`src/rtl/pulse_gen_pkg.sv`:
```
// Shared definitions for the pulse-train transmitter: FSM encodings and
// the timer sizing helper.
package pulse_gen_pkg;

  localparam logic [1:0] ST_IDLE = 2'd0;
  localparam logic [1:0] ST_HIGH = 2'd1;
  localparam logic [1:0] ST_LOW  = 2'd2;
  localparam logic [1:0] ST_DONE = 2'd3;

  // Bits needed to hold value-1; returns 0 for value <= 1.
  function automatic int clog2(input int value);
    int r;
    int v;
    r = 0;
    v = value - 1;
    while (v > 0) begin
      r = r + 1;
      v = v >> 1;
    end
    return r;
  endfunction

endpackage

```
`src/rtl/pulse_train_gen_phase_timer.sv`:
```
// Loadable down-counter with a terminal-count flag. It stops at zero and
// holds there until the next load.
module phase_timer #(
  parameter int WIDTH = 2
) (
  input  logic             clk,
  input  logic             rst_n,
  input  logic             load,
  input  logic [WIDTH-1:0] load_val,
  output logic             zero
);

  logic [WIDTH-1:0] cnt;

  always_ff @(posedge clk or negedge rst_n) begin
    if (!rst_n) begin
      cnt <= '0;
    end else if (load) begin
      cnt <= load_val;
    end else if (cnt != '0) begin
      cnt <= cnt - WIDTH'(1);
    end
  end

  assign zero = (cnt == '0);

endmodule

```
`src/rtl/pulse_train_gen.sv`:
```
// Emits exactly `count` fixed-width high pulses, each followed by a full
// low gap, then strobes done. Drives a downstream rising-edge counter.
//
//   state | meaning
//   IDLE  | waiting for start; sent holds the last train's total
//   HIGH  | pulse_out high, timing HIGH_CYCLES
//   LOW   | pulse_out low, timing LOW_CYCLES gap after every pulse
//   DONE  | one-cycle done strobe, then back to IDLE
module pulse_train_gen
  import pulse_gen_pkg::*;
#(
  parameter int N_BITS      = 4,
  parameter int HIGH_CYCLES = 2,
  parameter int LOW_CYCLES  = 1
) (
  input  logic              clk,
  input  logic              rst_n,
  input  logic              start,
  input  logic [N_BITS-1:0] count,
  output logic              pulse_out,
  output logic              busy,
  output logic              done,
  output logic [N_BITS-1:0] sent
);

  localparam int TW = clog2((HIGH_CYCLES > LOW_CYCLES) ? HIGH_CYCLES : LOW_CYCLES) + 1;
  localparam logic [TW-1:0] H_LOAD = TW'(HIGH_CYCLES - 1);
  localparam logic [TW-1:0] L_LOAD = TW'(LOW_CYCLES - 1);

  logic [1:0]        state;
  logic [1:0]        state_nx;
  logic [N_BITS-1:0] cnt_lat;
  logic              tmr_load;
  logic [TW-1:0]     tmr_val;
  logic              tmr_zero;

  phase_timer #(.WIDTH(TW)) u_timer (
    .clk      (clk),
    .rst_n    (rst_n),
    .load     (tmr_load),
    .load_val (tmr_val),
    .zero     (tmr_zero)
  );

  always_comb begin
    state_nx = state;
    tmr_load = 1'b0;
    tmr_val  = H_LOAD;
    case (state)
      ST_IDLE: begin
        if (start) begin
          if (count != '0) begin
            state_nx = ST_HIGH;
            tmr_load = 1'b1;
          end else begin
            state_nx = ST_DONE;
          end
        end
      end
      ST_HIGH: begin
        if (tmr_zero) begin
          state_nx = ST_LOW;
          tmr_load = 1'b1;
          tmr_val  = L_LOAD;
        end
      end
      ST_LOW: begin
        if (tmr_zero) begin
          if (sent == cnt_lat) begin
            state_nx = ST_DONE;
          end else begin
            state_nx = ST_HIGH;
            tmr_load = 1'b1;
          end
        end
      end
      default: state_nx = ST_IDLE;
    endcase
  end

  // Outputs are registered from the next state so they line up with it.
  always_ff @(posedge clk or negedge rst_n) begin
    if (!rst_n) begin
      state     <= ST_IDLE;
      cnt_lat   <= '0;
      sent      <= '0;
      pulse_out <= 1'b0;
      busy      <= 1'b0;
      done      <= 1'b0;
    end else begin
      state     <= state_nx;
      pulse_out <= (state_nx == ST_HIGH);
      busy      <= (state_nx == ST_HIGH) || (state_nx == ST_LOW);
      done      <= (state_nx == ST_DONE);
      if (state == ST_IDLE && start) begin
        sent <= '0;
        if (count != '0) cnt_lat <= count;
      end
      // Count on the falling edge of pulse_out, matching a downstream edge counter.
      if (state == ST_HIGH && tmr_zero) begin
        sent <= sent + N_BITS'(1);
      end
    end
  end

endmodule

```
`config.mk`:
```
export PLATFORM = sky130hd
export DESIGN_NAME = pulse_train_gen
export DESIGN_NICKNAME = d
export VERILOG_FILES = /design/src/rtl/pulse_gen_pkg.sv /design/src/rtl/pulse_train_gen_phase_timer.sv /design/src/rtl/pulse_train_gen.sv
export SDC_FILE = /design/constraint.sdc
export NUM_CORES = 1
export LEC_CHECK = 0
export CORE_UTILIZATION = 30
export CTS_CLUSTER_DIAMETER = 30
export DETAILED_ROUTE_END_ITERATION = 8
export MAX_ROUTING_LAYER = met4
export PLACE_DENSITY = 0.62
export SYNTH_ARGS = -nofsm -noshare
export SYNTH_HDL_FRONTEND = slang
export SYNTH_HIERARCHICAL = 1
export SYNTH_SLANG_ARGS = --single-unit
```
`constraint.sdc`:
```
create_clock -name clk -period 2.5 [get_ports clk]
set_input_delay 0.5 -clock clk [delete_from_list [all_inputs] [get_ports clk]]
set_output_delay 0.5 -clock clk [all_outputs]
set_load 0.005 [all_outputs]
```
==> results of run 1 <==
## metrics by stage
step / util [%] / hold slack, ns / cells / instance area (sq um)
4_1_cts: 39.30 / 0.5328 / 110 / 964.7
3_5_place_dp: 38.23 / 0.5119 / 106 / 938.4
5_1_grt: 39.30 / 0.5536 / 110 / 964.7
2_1_floorplan: - / 0.2044 / 63 / 774.5
6_report: 39.30 / 0.5281 / 110 / 964.7
3_3_place_gp: 38.23 / 0.5148 / 106 / 938.4
## per-layer routing
metal	GRT usage, %	part of all wire, %	vias to the layer above
li1	-	-	255
met1	14.80	51	246
met2	16.46	45	8
met3	1.739	2.5	2
met4	6.579	1.0	0
met5	-	0	-
## power by group through the flow
stage	registers (mW)	logic, mW	clock network, mW
2_1_floorplan	0.443	0.351	0
3_3_place_gp	0.457	0.493	0
3_5_place_dp	0.457	0.504	0
4_1_cts	0.452	0.506	0.141
5_1_grt	0.469	0.569	0.149
6_report	0.450	0.494	0.136
## worst register-to-register path: stages (launching register included)
cell and delay (ns):
dfrtp_1 0.39, inv_1 0.06, ha_1 0.26, nand2_1 0.08, a41o_1 0.24, o211ai_1 0.27, or2b_1 0.26, o31a_1 0.10
## area by class of cell
| class | count | area share, % |
|---|---|---|
| repair buffers | 14 | 14.27 |
| flip-flops and latches | 15 | 38.91 |
| well taps | 30 | 3.891 |
| inverters | 5 | 2.205 |
| multi-input cells | 42 | 38.00 |
| clock buffers | 4 | 2.724 |
## cell usage after synthesis
cell type | number | area (sq um)
inv_1 | 4 | 15.01
o21ai_0 | 1 | 5.000
and2_1 | 1 | 6.260
o21ai_1 | 2 | 10.01
a41o_1 | 1 | 10.01
mux2i_4 | 1 | 22.52
nor3b_2 | 2 | 25.02
xnor2_1 | 5 | 43.79
ha_1 | 4 | 50.05
mux2_2 | 1 | 11.26
and3b_1 | 1 | 8.760
or4_4 | 1 | 11.26
o211ai_1 | 1 | 7.510
nand2_2 | 1 | 6.260
nor2_1 | 2 | 7.510
dfrtp_1 | 15 | 375.4
conb_1 | 1 | 3.750
buf_6 | 1 | 11.26
mux2_1 | 1 | 11.26
nand3_1 | 1 | 5.000
inv_4 | 1 | 6.260
o21a_1 | 1 | 7.510
o31a_1 | 2 | 17.52
mux2_4 | 1 | 15.01
mux2i_1 | 1 | 10.01
a22o_1 | 5 | 43.79
nand2_1 | 3 | 11.26
xor2_1 | 1 | 8.760
or2b_1 | 1 | 7.510
## flip-flops by register name, indices dropped and copies added, names as in the netlist
signal,cells
u_timer/cnt,2
pulse_out,1
busy,1
sent,4
cnt_lat,4
state,2
done,1
## worst max-delay path by stage
stage,startpoint,to,slack [ns],depth (start not counted)
2_1_floorplan,count[1],busy,0.78,5
3_3_place_gp,count[1],u_timer/cnt[1],0.31,5
3_5_place_dp,count[1],busy,0.28,6
4_1_cts,count[1],busy,0.58,6
5_1_grt,count[1],busy,0.47,6
6_report,count[1],busy,0.58,6
## cells by family after synthesis
logic type / count (synthesis) / synth area share, %
mux: 5 / 9.046
compound gates: 13 / 13.09
simple gates: 13 / 11.47
xor+xnor: 6 / 6.785
buf+inv: 6 / 4.200
flops: 15 / 48.47
fa+ha+maj: 4 / 6.462
other cells: 1 / 0.4842
==> impl_metrics.toml, run 1 <==
[critical_path]
crit_fanout = 2
crit_path_end_kind = "flip-flop"
start_kind = "input port"
cpLargestDelayFamily = "simple AND/OR/NAND/NOR gates"
reg2reg_to = "u_timer/cnt[1]"
path_buf_inv = 2
critPathMaxStageDelay_ns = 0.55
crit_path_top_delay_cell = "or4_4"
critPathKind = "input port to flip-flop"
cp_cell_sequence = "clkdlybuf4s50_1, or4_4, nor3b_2, o21ai_1, ha_1, inv_1"
reg2reg_slack_ns = 0.74
r2r-start = "u_timer/cnt[0]"
arrival_ns = 2.10
required_ns = 2.68
r2r_cells = 7

[min_path]
min_path_type = "flip-flop to flip-flop"
holdPathStages = 1
min-delay-start = "cnt_lat[1]"
min_to = "cnt_lat[1]"

[pwr]
max-vdd-ir-drop_uv = 541.8
p_int_mw = 0.7098
p_sw_mw = 0.3700
totalPowerFinal_mw = 1.080
seqPwrFrac_pct = 41.6
p_sw_share_pct = 34.27
p_leak_nw = 0.4151
p_clk_share_pct = 12.6
power_density_mw_per_mm2 = 1119
pwr-share-comb_pct = 45.8

[timing]
setup_ws_ns = 0.5815
maxSlewHeadroom_pct = 54.85
finalSetupViolations = 0
slew_viol_final = 0
fin_setup_tns_ns = 0
finalCritPeriodShare_pct = 76.74
finClkSkew_ns = 0.001117
tightest_slew_ns = 0.6751
post-route-min-period_ns = 1.918
hold_viol = 0
fmax_ghz = 0.5212
grt_setup_unrepaired = "no"

[die]
initial_core_util_pct = 31.55
rows = 18
io_pins = 14
core_sq_mm = 0.002455
dieArea_sq_mm = 0.002789
die_w_um = 52.81
die_y_um = 52.81

[placed_design]
gp_congestion = 0.7228
dp_slack_ns = 0.2766
portBuffers = 13
dpl.hpwl_um = 942.7

[cells_and_area]
final_common_cell = "dfrtp_1"
antenna_cells = 0
nFillCells = 242
syn_to_final_growth_pct = 24.56
drive_gt1_share_pct = 15.00
seqCellArea_sq_um = 375.4
multi_input_area_sq_um = 366.6
final_cell_mix = "dfrtp_1 (15), clkdlybuf4s50_1 (13), xnor2_1 (5), a22o_1 (5)"
num-nets-final = 92

[run_status]
status = "complete, no violations"

[clock_tree]
cts_root_buf = "clkbuf_4"
clk_pin_slew_ns = 0.09
ctsResizeCount = 0
numCtsBuffers = 3
cts_tree = "yes"
clkLatencyLatePin_ns = 0.27
cts-hold-fix-buffers = 0
post_cts_buffers = 0
cts_max_path_buffers = 2
cts_num_sinks = 15
h-tree-depth = 1

[global_route]
grtUsageTotal_pct = 11.31
grt_antenna_before_repair = 0
grt_pass1_wl_um = 2173
grt_max_degree = 16
grt_pass1_vias = 505
grt_overflow = 0

[logic_synthesis]
netlist_area_sq_um = 774.5
yosysSeqAreaShare_pct = 48.47
netlist_instances = 63
ys.warnings.count = 6
avgSynthCellArea_sq_um = 12.29
synth.net_count = 74
synth.distinct_cells = 29
ys_seq_elements = 15

[route]
wl_um = 1192
dr.pass1.iters = 4
wire_per_inst_um = 10.84
drc = 0
detail-route-antenna-nets = 0
first_iter_violations = 4
viasPerCell = 4.645
via_count = 511

[flow_run]
drv_cap = 0
No activity file was read; power rests on OpenSTA's default activity.
==> inputs of run 2 (changes only) <==
- PLACE_DENSITY: 0.62 -> 0.63
- clock period: 2.5 -> 1.76 ns (I/O delays scaled with it)
==> run 2 against run 1 <==
Sequential share of layout area is 4.3 points lower. Clock skew is 0.0093 ns higher. Routed wire length is 22% higher. Clock power is 51% higher. Global-route usage is 0.46 points higher. Critical path depth stayed put. Total power is 61% higher. Combinational power is 81% higher. Worst hold slack worse by 0.22 ns. Final cell count is 12% higher.
==> impl_metrics.toml, run 2 (same netlist as run 1, synthesis figures left out) <==
[route]
first_iter_violations = 5
via_count = 581
wl_um = 1459
drc = 0
detail-route-antenna-nets = 0
dr.pass1.iters = 4
wire_per_inst_um = 11.86
viasPerCell = 4.724

[timing]
hold_viol = 0
finClkSkew_ns = 0.01041
setup_ws_ns = 0.06176
finalCritPeriodShare_pct = 96.49
finalSetupViolations = 0
slew_viol_final = 0
post-route-min-period_ns = 1.698
fmax_ghz = 0.5888
fin_setup_tns_ns = 0

[cells_and_area]
final_cell_mix = "dfrtp_1 (15), buf_4 (14), clkdlybuf4s50_1 (11), xnor2_1 (5), a22o_1 (5)"
syn_to_final_growth_pct = 40.23
final_common_cell = "dfrtp_1"
nFillCells = 234
antenna_cells = 0
seqCellArea_sq_um = 375.4
instances_no_fill = 123
reg_top3 = "cnt_lat x4, sent x4"
multi_input_area_sq_um = 385.4
drive_gt1_share_pct = 29.03
num-nets-final = 105
utilization_pct = 44.24

[placed_design]
gp_congestion = 0.6638
portBuffers = 13
dp_cells = 114
dp_slack_ns = -0.3079
dpl.hpwl_um = 1022

[die]
initial_core_util_pct = 31.55
dieArea_sq_mm = 0.002789
die_w_um = 52.81
io_pins = 14
rows = 18
die_y_um = 52.81
core_sq_mm = 0.002455

[critical_path]
start_kind = "input port"
crit_path_end_kind = "flip-flop"
critPathKind = "input port to flip-flop"
required_ns = 1.97
crit_fanout = 2
arrival_ns = 1.90
r2r_cells = 7

[global_route]
grt_pass1_wl_um = 2263
grt_max_degree = 16
gr-usage-met1_pct = 14.46
grt_pass1_vias = 536
grt_overflow = 0
groute.layer.met2.usage_pct = 18.35
grtUsageMet3_pct = 1.739
top_usage_layer = "met2"
grtUsageTotal_pct = 11.76
grt_antenna_before_repair = 0

[pwr]
max-vdd-ir-drop_uv = 807.6
power_density_mw_per_mm2 = 1602
totalPowerFinal_mw = 1.740
pwr-share-comb_pct = 51.4
p_clk_share_pct = 11.8
seqPwrFrac_pct = 36.8
p_leak_nw = 0.5014
p_sw_mw = 0.5975
p_sw_share_pct = 34.33
p_int_mw = 1.143

[min_path]
holdPathStages = 2
min_path_type = "input port to flip-flop"

[run_status]
status = "complete, no violations"

[clock_tree]
numCtsBuffers = 3
h-tree-depth = 1
cts_num_sinks = 15
clkLatencyLatePin_ns = 0.30
cts_root_buf = "clkbuf_4"
clk_pin_slew_ns = 0.10
cts_max_path_buffers = 2
cts_tree = "yes"
cts-hold-fix-buffers = 0

[flow_run]
drv_cap = 0
run 2: cell count changes in the layout (fill, tap and decap cells not counted):
cell             previous run  this run
nor3b_2                     2         1
clkdlybuf4s50_1            13        11
dlymetal6s2s_1              0         2
inv_1                       4         3
buf_4                       1        14
inv_2                       0         1
nor3b_4                     0         1
ha_4                        0         1
ha_1                        4         3
run 2: stage by stage:
step                      hold slack, ns  instance area (sq um)
after floorplan                  0.05641                  774.5
after global placement            0.5003                  998.5
after detailed placement          0.5073                  998.5
after CTS                         0.3745                   1037
after global routing              0.3227                   1086
final                             0.3115                   1086
run 2: power groups by stage:
stage | registers, mW | clock network, mW | logic, mW
floorplan | 0.629 | 0 | 0.498
global placement | 0.636 | 0 | 0.774
detailed placement | 0.637 | 0 | 0.790
CTS | 0.633 | 0.205 | 0.825
global route | 0.659 | 0.221 | 1.01
finish | 0.640 | 0.206 | 0.895
run 2: per-layer routing:
layer / up-vias / wire, um
met1: 285 / 693
met4: 0 / 51
met3: 5 / 34
met5: - / 0
li1: 280 / -
met2: 11 / 679
run 2: repair_timing:
| action | 4_1_cts | 5_1_grt |
|---|---|---|
| pin swaps | 1 | 5 |
| endpoints found under the setup margin | 1 | 2 |
| gates cloned | 0 | 0 |
| gates resized for setup | 2 | 4 |
| setup buffers | 0 | 5 |
run 2: path summary, 6_finish.rpt:
check                                from             end  slack, ns
max reg2reg                u_timer/cnt[0]  u_timer/cnt[1]       0.12
max                              count[3]            busy       0.06
min in group asynchronous           rst_n  u_timer/cnt[0]       0.36
max in group asynchronous           rst_n      cnt_lat[0]       1.21
min reg2reg                    cnt_lat[2]      cnt_lat[2]       0.52
min                              count[2]      cnt_lat[2]       0.31
run 2: worst max-delay path, stage by stage:
cell	delay, ns
clkdlybuf4s50_1	0.43
or4_4	0.53
nor3b_4	0.21
o21ai_1	0.08
ha_1	0.27
inv_1	0.03
run 2: area by class of cell:
class                   instances  area share (%)
repair buffers                 27           22.12
multi-input cells              42           35.48
clock buffers                   4           2.419
flip-flops and latches         15           34.56
inverters                       5           1.959
well taps                      30           3.456
==> RTL edit, RTL diff (flow settings as in run 2) <==
Reset style: synchronous (`rst_n`), changed in 2 clocked blocks.
--- a/src/rtl/pulse_train_gen_phase_timer.sv
+++ b/src/rtl/pulse_train_gen_phase_timer.sv
@@ -12,7 +12,7 @@
 
   logic [WIDTH-1:0] cnt;
 
-  always_ff @(posedge clk or negedge rst_n) begin
+  always_ff @(posedge clk) begin
     if (!rst_n) begin
       cnt <= '0;
     end else if (load) begin
--- a/src/rtl/pulse_train_gen.sv
+++ b/src/rtl/pulse_train_gen.sv
@@ -79,7 +79,7 @@
   end
 
   // Outputs are registered from the next state so they line up with it.
-  always_ff @(posedge clk or negedge rst_n) begin
+  always_ff @(posedge clk) begin
     if (!rst_n) begin
       state     <= ST_IDLE;
       cnt_lat   <= '0;
Behaviour: differs if rst_n is asserted again (counterexample within 4 cycles, from zero or initial values and one cycle with rst_n low); with rst_n held inactive, the same outputs for 10 cycles.
==> RTL edit against run 2 <==
Die area is the same; first-iteration DRC count grew 20%; design area shrank 4.4%; sequential power shrank 21%; total power shrank 14%; synthesized area is the same; wire length grew 2.8%; synthesized cell count grew 35%; sequential cell count is the same; combinational power shrank 11%; worst setup slack gained 32 ps; critical endpoint is now busy$_SDFF_PN0_; largest cell class unchanged; largest power group unchanged; highest routed layer unchanged.
==> RTL edit: results (changes against run 2) <==
.. list-table::
   :header-rows: 1

   * - Metric
     - Value
   * - Final worst clock skew
     - 9.892 ps (was 10.41 ps)
   * - Synthesized netlist cell count
     - 85 (was 63)
   * - Comb group
     - 0.801 mW (was 0.895 mW)
   * - Setup slack after placement
     - -381.9 ps (was -307.9 ps)
   * - Placer Congestion
     - 0.7492 (was 0.6638)
   * - Final worst-path setup slack
     - 93.89 ps (was 61.76 ps)
   * - Fillers
     - 250 (was 234)
   * - Clock latency reported for the late side of the worst-skew pair
     - 280 ps (was 300 ps)
   * - Clock transition at the register clock pins on the worst setup and hold paths after CTS
     - 80 ps (was 100 ps)
   * - Internal cell power
     - 0.9584 mW (was 1.143 mW)
   * - Synth top area cells
     - sky130_fd_sc_hd__dfxtp_1 (39%), sky130_fd_sc_hd__xor2_1 (6.8%), sky130_fd_sc_hd__ha_1 (6.5%) (was sky130_fd_sc_hd__dfrtp_1 (48%), sky130_fd_sc_hd__ha_1 (6.5%), sky130_fd_sc_hd__a22o_1 (5.7%))
   * - Worst hold slack across all endpoints
     - 388.3 ps (was 311.5 ps)
   * - Dominant register cell in the synthesized netlist
     - sky130_fd_sc_hd__dfxtp_1 (was sky130_fd_sc_hd__dfrtp_1)
   * - Leakage power
     - 0.4650 nW (was 0.5014 nW)
   * - Launch point of the worst hold path
     - count[0] (was count[2])
   * - Data arrival at the endpoint of the critical path
     - 1870 ps (was 1900 ps)
   * - Met3 wire length
     - 53 um (was 34 um)
   * - Placed wire-length estimate
     - 1128 um (was 1022 um)
   * - Vias/cell
     - 4.629 (was 4.724)
   * - Async set-reset flop share out of synthesis
     - 0% (was 100.0%)
   * - Crit-path max cell delay
     - 560 ps (was 530 ps)
   * - Launch point of the worst reg-to-reg path
     - u_timer/cnt[0]$_SDFFE_PN0P_ (was u_timer/cnt[0]$_DFFE_PN0P_)
   * - Initial DRC count
     - 6 (was 5)
   * - Syn nets
     - 96 (was 74)
   * - Synth-to-layout area growth
     - 34.09% (was 40.23%)
   * - Number of distinct library cells after synthesis
     - 33 (was 29)
   * - Worst setup slack for register-to-register paths
     - 140 ps (was 120 ps)
   * - Post-detailed-route wirelength per cell
     - 10.71 um (was 11.86 um)
   * - Net switching power
     - 0.5420 mW (was 0.5975 mW)
   * - Maximum number of pins on one net before global-route repair
     - 10 (was 16)
   * - Result of the run
     - complete, no violations (unchanged)
   * - Cell total after placement
     - 135 (was 114)
   * - First-pass GRT wire length
     - 2587 um (was 2263 um)
   * - Via count of the routed design
     - 648 (was 581)
   * - Top post-synthesis cells by count
     - sky130_fd_sc_hd__dfxtp_1 (15), sky130_fd_sc_hd__nor2_1 (11), sky130_fd_sc_hd__xor2_1 (6), sky130_fd_sc_hd__a22oi_1 (5) (was sky130_fd_sc_hd__dfrtp_1 (15), sky130_fd_sc_hd__a22o_1 (5), sky130_fd_sc_hd__xnor2_1 (5), sky130_fd_sc_hd__ha_1 (4), sky130_fd_sc_hd__inv_1 (4))
RTL edit: cell types whose count changed after synthesis, sizes merged, moves of 3 or more:
cell | run 2 | this run
a21oi | 0 | 4
dfxtp | 0 | 15
xor2 | 1 | 6
dfrtp | 15 | 0
xnor2 | 5 | 0
a22o | 5 | 1
nor2 | 2 | 12
a22oi | 0 | 5
mux2 | 3 | 0
RTL edit: layer usage:
metal | GRT usage, % | vias up
met4 | 5.263 | 0
met5 | - | -
li1 | - | 342
met3 | 1.739 | 2
met1 | 16.40 | 291
met2 | 20.46 | 13
RTL edit: what timing repair did:
item,in CTS,in global routing
setup endpoints to repair,3,3
buffers inserted,0,1
resized for setup,6,4
pin swaps,5,6
RTL edit: area by class of cell:
class,instances,share of cell area (%)
multi-input combinational,62,43.01
sequential,15,29.16
timing repair buffer,23,19.52
tap,30,3.614
clock buffer,4,2.530
inverter,6,2.169
RTL edit: cell families after synthesis:
| kind of cell | synth area share, % |
|---|---|
| AND/OR/NAND/NOR | 24.39 |
| AO/OA/AOI/OAI | 18.09 |
| other | 0.4842 |
| XOR/XNOR | 6.785 |
| flip-flops | 38.77 |
| buffers and inverters | 5.006 |
| adder cells (fa/ha/maj) | 6.462 |
RTL edit: path summary, 6_finish.rpt:
path,endpoint,cells after the start
worst max-delay path,busy$_SDFF_PN0_,6
worst min register to register,sent[3]$_SDFFE_PN0P_,1
worst min-delay path,cnt_lat[0]$_SDFFE_PN0P_,3
worst max register to register,done$_SDFF_PN0_,9
RTL edit: worst min-delay path: cells and delay by family:
kind / cells / cell delay [ps]
compound gates: 1 / 90
buf+inv: 1 / 100
simple gates: 1 / 80
